[src/rtl/mem_access_unit.sv]
// Load/store initiator for the 1024 x 32 data RAM: byte/half/word access, read-modify-write sub-word stores.
// Optional build macro MAU_ALIGN_CHECK_EN rejects misaligned half/word requests with rsp_err.
module mem_access_unit #(
    parameter int ADDR_W = 12,
    parameter int DATA_W = 32
) (
    input  logic              clk,
    input  logic              rst,
    input  logic              req_valid,
    output logic              req_ready,
    input  logic              req_we,
    input  logic [1:0]        req_size,
    input  logic              req_unsigned,
    input  logic [ADDR_W-1:0] req_addr,
    input  logic [DATA_W-1:0] req_wdata,
    output logic              rsp_valid,
    input  logic              rsp_ready,
    output logic [DATA_W-1:0] rsp_rdata,
    output logic              rsp_err,
    output logic [ADDR_W-3:0] ram_addr,
    output logic [DATA_W-1:0] ram_wdata,
    output logic              ram_we,
    input  logic [DATA_W-1:0] ram_rdata
);

    localparam logic [1:0] SIZE_BYTE = 2'b00;
    localparam logic [1:0] SIZE_HALF = 2'b01;
    localparam logic [1:0] SIZE_WORD = 2'b10;
    localparam logic [1:0] SIZE_RSVD = 2'b11;

    typedef enum logic [1:0] {IDLE, ACCESS, MERGE, RESP} state_t;

    state_t            state, state_next;
    logic [ADDR_W-1:0] addr_q;
    logic [1:0]        size_q;
    logic              we_q;
    logic              uns_q;
    logic [DATA_W-1:0] wdata_q;
    logic [DATA_W-1:0] old_q;
    logic [DATA_W-1:0] rdata_q;
    logic              err_q;

    logic              req_bad;
    logic [7:0]        byte_lane;
    logic [15:0]       half_lane;
    logic [DATA_W-1:0] load_value;
    logic [DATA_W-1:0] merged;

    always_comb begin
        req_bad = (size_q == SIZE_RSVD);
`ifdef MAU_ALIGN_CHECK_EN
        if (size_q == SIZE_HALF && addr_q[0])
            req_bad = 1'b1;
        if (size_q == SIZE_WORD && addr_q[1:0] != 2'b00)
            req_bad = 1'b1;
`endif
    end

    // Without the alignment check the unused low address bits simply fall out of the lane select.
    always_comb begin
        byte_lane  = ram_rdata[{addr_q[1:0], 3'b000} +: 8];
        half_lane  = ram_rdata[{addr_q[1], 4'b0000} +: 16];
        load_value = ram_rdata;
        case (size_q)
            SIZE_BYTE: load_value = {{24{~uns_q & byte_lane[7]}}, byte_lane};
            SIZE_HALF: load_value = {{16{~uns_q & half_lane[15]}}, half_lane};
            default:   load_value = ram_rdata;
        endcase
    end

    always_comb begin
        merged = old_q;
        if (size_q == SIZE_BYTE)
            merged[{addr_q[1:0], 3'b000} +: 8] = wdata_q[7:0];
        else
            merged[{addr_q[1], 4'b0000} +: 16] = wdata_q[15:0];
    end

    // Write strobe depends only on the state register so a reset cycle never starts a new write.
    always_comb begin
        state_next = state;
        ram_we     = 1'b0;
        ram_wdata  = '0;
        case (state)
            IDLE: begin
                if (req_valid)
                    state_next = ACCESS;
            end
            ACCESS: begin
                if (req_bad || !we_q || size_q == SIZE_WORD)
                    state_next = RESP;
                else
                    state_next = MERGE;
                if (!req_bad && we_q && size_q == SIZE_WORD) begin
                    ram_we    = 1'b1;
                    ram_wdata = wdata_q;
                end
            end
            MERGE: begin
                ram_we     = 1'b1;
                ram_wdata  = merged;
                state_next = RESP;
            end
            RESP: begin
                if (rsp_ready)
                    state_next = IDLE;
            end
            default: state_next = IDLE;
        endcase
    end

    always_ff @(posedge clk) begin
        if (rst) begin
            state   <= IDLE;
            addr_q  <= '0;
            size_q  <= SIZE_BYTE;
            we_q    <= 1'b0;
            uns_q   <= 1'b0;
            wdata_q <= '0;
            old_q   <= '0;
            rdata_q <= '0;
            err_q   <= 1'b0;
        end else begin
            state <= state_next;
            case (state)
                IDLE: begin
                    if (req_valid) begin
                        addr_q  <= req_addr;
                        size_q  <= req_size;
                        we_q    <= req_we;
                        uns_q   <= req_unsigned;
                        wdata_q <= req_wdata;
                        rdata_q <= '0;
                        err_q   <= 1'b0;
                    end
                end
                ACCESS: begin
                    err_q <= req_bad;
                    if (!req_bad && !we_q)
                        rdata_q <= load_value;
                    if (!req_bad && we_q)
                        old_q <= ram_rdata;
                end
                default: ;
            endcase
        end
    end

    assign req_ready = (state == IDLE);
    assign rsp_valid = (state == RESP);
    assign rsp_rdata = rdata_q;
    assign rsp_err   = err_q;
    assign ram_addr  = addr_q[ADDR_W-1:2];

endmodule

[config.mk]
export PLATFORM = sky130hd
export DESIGN_NAME = mem_access_unit
export DESIGN_NICKNAME = d
export VERILOG_FILES = /design/src/rtl/mem_access_unit.sv
export SDC_FILE = /design/constraint.sdc
export NUM_CORES = 1
export LEC_CHECK = 0
export ABC_AREA = 0
export CAP_MARGIN = 20
export CELL_PAD_IN_SITES_DETAIL_PLACEMENT = 2
export CELL_PAD_IN_SITES_GLOBAL_PLACEMENT = 2
export CORE_MARGIN = 1.5
export CORE_UTILIZATION = 27
export CTS_CLUSTER_SIZE = 20
export DETAILED_ROUTE_END_ITERATION = 10
export PLACE_DENSITY_LB_ADDON = 0.1
export SETUP_SLACK_MARGIN = 0.3
export SLEW_MARGIN = 20
export SYNTH_ARGS = -nofsm -noshare
export SYNTH_HDL_FRONTEND = slang
export SYNTH_SLANG_ARGS = --single-unit
[constraint.sdc]
create_clock -name clk -period 3.9 [get_ports clk]
set_clock_uncertainty 0.2 [all_clocks]
set_input_delay 0.78 -clock clk [delete_from_list [all_inputs] [get_ports clk]]
set_output_delay 0.78 -clock clk [all_outputs]
set_load 0.01 [all_outputs]
======== Word level (Yosys, flattened, before mapping) ========
Index checks and enable logic that the tools add are counted.
operators by class
  shift-type cells ........................ 6
  reduce and logical (&&, ||, !) cells .... 15
  eq/ne operators ......................... 9
  muxes and demuxes ....................... 17
  bitwise gates (word level) .............. 3
  $add $sub $neg .......................... 2
operator list
  kind                                                    count
  case mux 32 bit (2 select lines)                        3
  two-way mux 32 bit                                      4
  bitwise mux 32 bit                                      2
  variable shift 16 x 7 -> 32 bit (first input constant)  1
  variable shift 8 x 7 -> 32 bit (first input constant)   1
  indexed part select 16 x 7 -> 32 bit                    1
  indexed part select 32 x 6 -> 16 bit                    1
  indexed part select 32 x 6 -> 8 bit                     1
  indexed part select 8 x 7 -> 32 bit                     1
  negation 5 -> 7 bit                                     2
  equality test 2 bit (second input constant)             4
  case mux 2 bit (4 select lines)                         1
  AND reduction 2 bit                                     4
  equality test 2 x 1 -> 1 bit (second input constant)    2
  logical NOT 2 bit                                       2
  two-way mux 2 bit                                       2
  inequality test 2 bit (second input constant)           2
  case mux 1 bit (2 select lines)                         2
  logical AND 1 bit                                       3
  two-way mux 1 bit                                       3
  AND reduction 3 bit                                     1
  bitwise AND 1 bit                                       2
  logical NOT 1 bit                                       2
  logical OR 1 bit                                        2
  3 further kinds                                         3
word-level totals
  register bits after elaboration ......... 115
  word-level logic and storage cells ...... 61
  output and inout bits ................... 78
  input port bits ......................... 84

======== Longest topological paths before layout ========
  depth in word-level cells ............... 6
  depth in mapped cells ................... 9
  depth with buffers taken out ............ 6

======== Worst setup path after synthesis ========
OpenSTA, ideal clock, no wires.
  path type ............................... reg-to-output
  start point ............................. register addr_q[1]
  end point ............................... output port ram_wdata[24]
  path buffers ............................ 2
  arrival time ............................ 2253 ps
  cell stages (with the launch flop) ...... 8
  path slack .............................. 667 ps
  cells stage by stage .................... dfxtp_1 buf_4 buf_2 inv_1 ha_1 nor4_1 a221o_1 a22o_1
between the ends
  word-level cells in the longest chain between the ends .. 5
RTL lines
  what                                                          line    RTL
  from (decl)                                                   34      logic [ADDR_W-1:0] addr_q;
  from (signal assigned)                                        128     addr_q <= req_addr;
  negation 5 -> 7 bit, on equally long branches                 76, 74
  indexed part select 16 x 7 -> 32 bit (tied with other cells)  76      merged[{addr_q[1], 4'b0000} +: 16] = wdata_q[15:0];
  bitwise mux 32 bit, on equally long branches                  76, 74
  two-way mux 32 bit (*)                                        73      if (size_q == SIZE_BYTE)
  case mux 32 bit (2 select lines) (*)                          84      case (state)
  to (decl)                                                     21      output logic [DATA_W-1:0] ram_wdata,
Mark *: on every way between the ends. The rest lies on a longest branch, timed or not.

======== Worst setup path after layout ========
  start point ............................. register state[0]
  end point ............................... output port ram_wdata[21]
between the ends
  word-level cells in the longest chain between the ends .. 2
RTL lines
  what                                                                 line  RTL
  from (decl)                                                          33    state_t state, state_next;
  from (signal assigned)                                               124   state <= state_next;
  equality test 2 bit or equality test 2 x 1 -> 1 bit (tied branches)  84
  case mux 32 bit (2 select lines) (*)                                 84
Marks and branches as above.

==> results_dict.tcl <==
set metrics [dict create \
    nets 936 \
    postSynthNetCount 799 \
    port_buffers 161 \
    wirelength_um 23560 \
    clkSlewWorstSetupHoldPaths_ns 0.06 \
    area_delta_synth_final_pct 44.65 \
    dp_slack_ns 0.4599 \
    endpoint_kind "output pin" \
    yosys.area.top_type "dfxtp_1" \
    use_met2_pct 35.86 \
    power.density_nw_per_um2 570.9 \
    start_util_pct 27.81 \
    cp_common_cell "buf_6" \
    avgSynthCellArea_um2 8.073 \
    chipWidth_um 148.3 \
    multi_input_area_um2 3131 \
    core_um2 20490 \
    regToRegStartpoint "state[0]$_SDFFE_PP0P_" \
    worstMarginPinSlew_ns 1.016 \
    synthCells 706 \
    cp_cell_sequence "inv_1 -> ha_1 -> buf_6 -> and3_1 -> buf_6 -> buf_4 -> a22o_1 -> a21o_1 -> dlygate4sd2_1" \
    rows 52 \
    required_ns 2.92 \
    timing.fmax_mhz 279.1 \
    vdd_ir_drop_max_v 0.0002725 \
    hpwl_um 17390 \
    cts_num_sinks 115 \
    min_period_over_period_pct 91.88 \
    post-route-drc-count 0 \
    p_clk_share_pct 32.3 \
    fillers 2288 \
    worstHoldPathCells 2 \
    period_minus_slack_ns 3.583 \
    crit_fanout 15 \
    drt_pre_antenna_iters 5 \
    cts_buffers 17 \
    ys_seq_area_share_pct 40.40 \
    grtUsageTotal_pct 21.64 \
    r2r_end "rsp_rdata[27]$_SDFFE_PP0P_" \
    synth_seq_cells 115 \
    min_path_type "reg -> reg" \
    drt_iter0_drc 245 \
    routedWlPerCell_um 20.92 \
    grt_max_degree 50 \
    max_cap_viol_count 0 \
    root_buffer "clkbuf_16" \
    dieArea_um2 21990 \
    status "finished clean" \
    grt_overflow 0 \
    setup_violations 0 \
    fin_tns_setup_ns 0 \
    min-delay-start "rsp_err$_SDFFE_PP0P_" \
    clk_latency_ns 0.41 \
    slowest_delay_ns 0.38 \
    critical_path_arrival_ns 2.60 \
    layout.cells.non_filler 1126 \
    ys_warn_count 0 \
    cts_buffer_depth 2 \
    dp_cells 1091 \
    finalMaxSlewViolations 0 \
    async_flop_share_pct 0 \
    fin_util_pct 40.23 \
    first_global_vias 6065 \
    ant_nets 0 \
    grt.met3_usage_pct 4.233 \
    seqCellArea_um2 2306 \
    use_met1_pct 28.13 \
    cts_tree "done" \
    design_power_total_uw 4706 \
    slew_headroom_pct 32.06 \
    final_layout_size_suffix_gt1_share_pct 10.40 \
    ios 162 \
    crit_type "reg -> out" \
    cp_top_family "buffers and inverters" \
    power.leakage_uw 0.003186 \
    start_kind "register" \
    grt_pass1_wl_um 35960 \
    hold_viol 0 \
    via_count 5733 \
    rsz0062_at_grt "yes" \
    p_int_uw 3010 \
    netlist_area_um2 5699 \
    seqPwrFrac_pct 33.2 \
    htree_levels 4 \
    antenna_found_initial 0 \
    p_comb_share_pct 34.5 \
    grt.busiest_layer "met2" \
    ys.flop_type "dfxtp_1" \
    yosysUniqueCellTypes 50 \
    diodes 0 \
    layout_setup_ws_ns 0.3167 \
    r2r_cells 7 \
    path_buf_inv 5 \
    yosysTopAreaCellShare_pct 40.40 \
    path_depth 9 \
    whs_endpoint "rsp_err$_SDFFE_PP0P_" \
    ys_top_cells_by_area "dfxtp_1 (40%), nand2_1 (13%), a21oi_1 (8.6%)" \
    dieHeight_um 148.3 \
    sw_frac_of_total_pct 36.05 \
    p_switching_uw 1697 \
    slowest_stage "ha_1" \
    r2r_slack_ns 1.47 \
    globalplace.congestion 0.8225 \
    via_per_inst 5.091 \
    synth-edff-count 0 \
]
[cell type report]
cell class	count	area share (%)
Timing Repair Buffer	183	22.42
Multi-Input combinational cell	514	37.97
Clock inverter	13	1.487
Inverter	12	0.5615
Sequential cell	115	27.97
Clock buffer	19	5.494
Tap cell	270	4.098
[registers in the layout, indices dropped and copies added (netlist names)]
name	count
wdata_q	32
uns_q	1
rsp_rdata	32
rsp_err	1
state	2
we_q	1
old_q	32
size_q	2
addr_q	12
[layout by cell type (no fill, tap or decap), types with 11 or more instances in the layout]
cell	instances
nor2b_1	15
dfxtp_1	112
o21ai_0	11
clkdlybuf4s50_1	142
mux2i_1	17
a22o_1	47
a21oi_1	98
buf_4	14
clkbuf_16	17
nand2b_1	32
nand2_1	189
[routing by layer]
layer	share of wire (%)	vias up
met2	48	161
met5	0	-
met3	4.7	32
li1	-	2728
met1	45	2812
met4	2.4	0
[worst reg2reg max path, stage by stage, from the launching register on]
cell and delay, ns:
dfxtp_2 0.35, inv_1 0.10, ha_1 0.32, nor2b_1 0.24, or3_4 0.41, a2111oi_4 0.32
buf_4 0.28, a22o_1 0.16
[worst max path at each step]
stage,start,to,slack [ns]
after floorplan,addr_q[1]$_SDFFE_PP0P_,ram_wdata[24],0.67
after global placement,state[0]$_SDFFE_PP0P_,ram_wdata[2],0.52
after detailed placement,state[0]$_SDFFE_PP0P_,ram_wdata[6],0.46
after CTS,addr_q[1]$_SDFFE_PP0P_,ram_wdata[30],0.28
after global routing,state[1]$_SDFFE_PP0P_,ram_wdata[30],0.20
final,state[0]$_SDFFE_PP0P_,ram_wdata[21],0.32
[cell families (layout without fill, tap and decap cells)]
group / after synthesis / after routing / share of synthesized area [%]
buffers and inverters: 77 / 227 / 6.125
AND/OR/NAND/NOR: 269 / 269 / 21.30
multiplexers: 26 / 26 / 4.962
flip-flops: 115 / 115 / 40.40
adder cells (fa/ha/maj): 9 / 9 / 1.976
AO/OA/AOI/OAI: 210 / 210 / 25.25
[power by group through the flow]
stage | sequential [uW] | combinational [uW] | clock (uW)
global placement | 1570 | 1500 | 0
CTS | 1560 | 1600 | 1560
global route | 1590 | 1770 | 1610
floorplan | 1530 | 904 | 0
detailed placement | 1580 | 1560 | 0
finish | 1560 | 1630 | 1520
[synth_stat cells (2+ instances only)]
cell and number:
nand2_1 190, inv_1 10, nor4_1 2, mux2i_1 17, and3_1 2, a32oi_1 7
nor3b_1 2, o21ai_0 14, nand2b_1 32, a22oi_1 2, or3_1 2, a221o_1 8
nand4b_1 2, a22o_1 47, buf_4 12, o2bb2ai_1 5, dfxtp_1 115, mux2_2 8
clkbuf_1 43, buf_1 3, ha_1 9, nand3_1 4, buf_2 6, a32o_1 8
and4b_1 3, a21o_1 10, a21oi_1 98, nor2_1 7, a211oi_1 2, o21a_1 2
nor2b_1 15
[through the flow]
stage,cell area (um^2),hold slack [ns]
floorplan,5699,0.2360
global placement,7516,0.2427
detailed placement,7516,0.2552
CTS,8138,0.2681
global route,8244,0.2781
finish,8244,0.2612
[what timing repair did]
item                                    in CTS  in global routing
endpoints found under the hold margin        0                  0
pin swaps                                    1                  2
cloned                                       0                  0
hold buffers                                 0                  0
resized for setup                           29                 24
endpoints found under the setup margin      32                 23
buffers inserted                             0                  3
(Power assumes the default switching activity.)
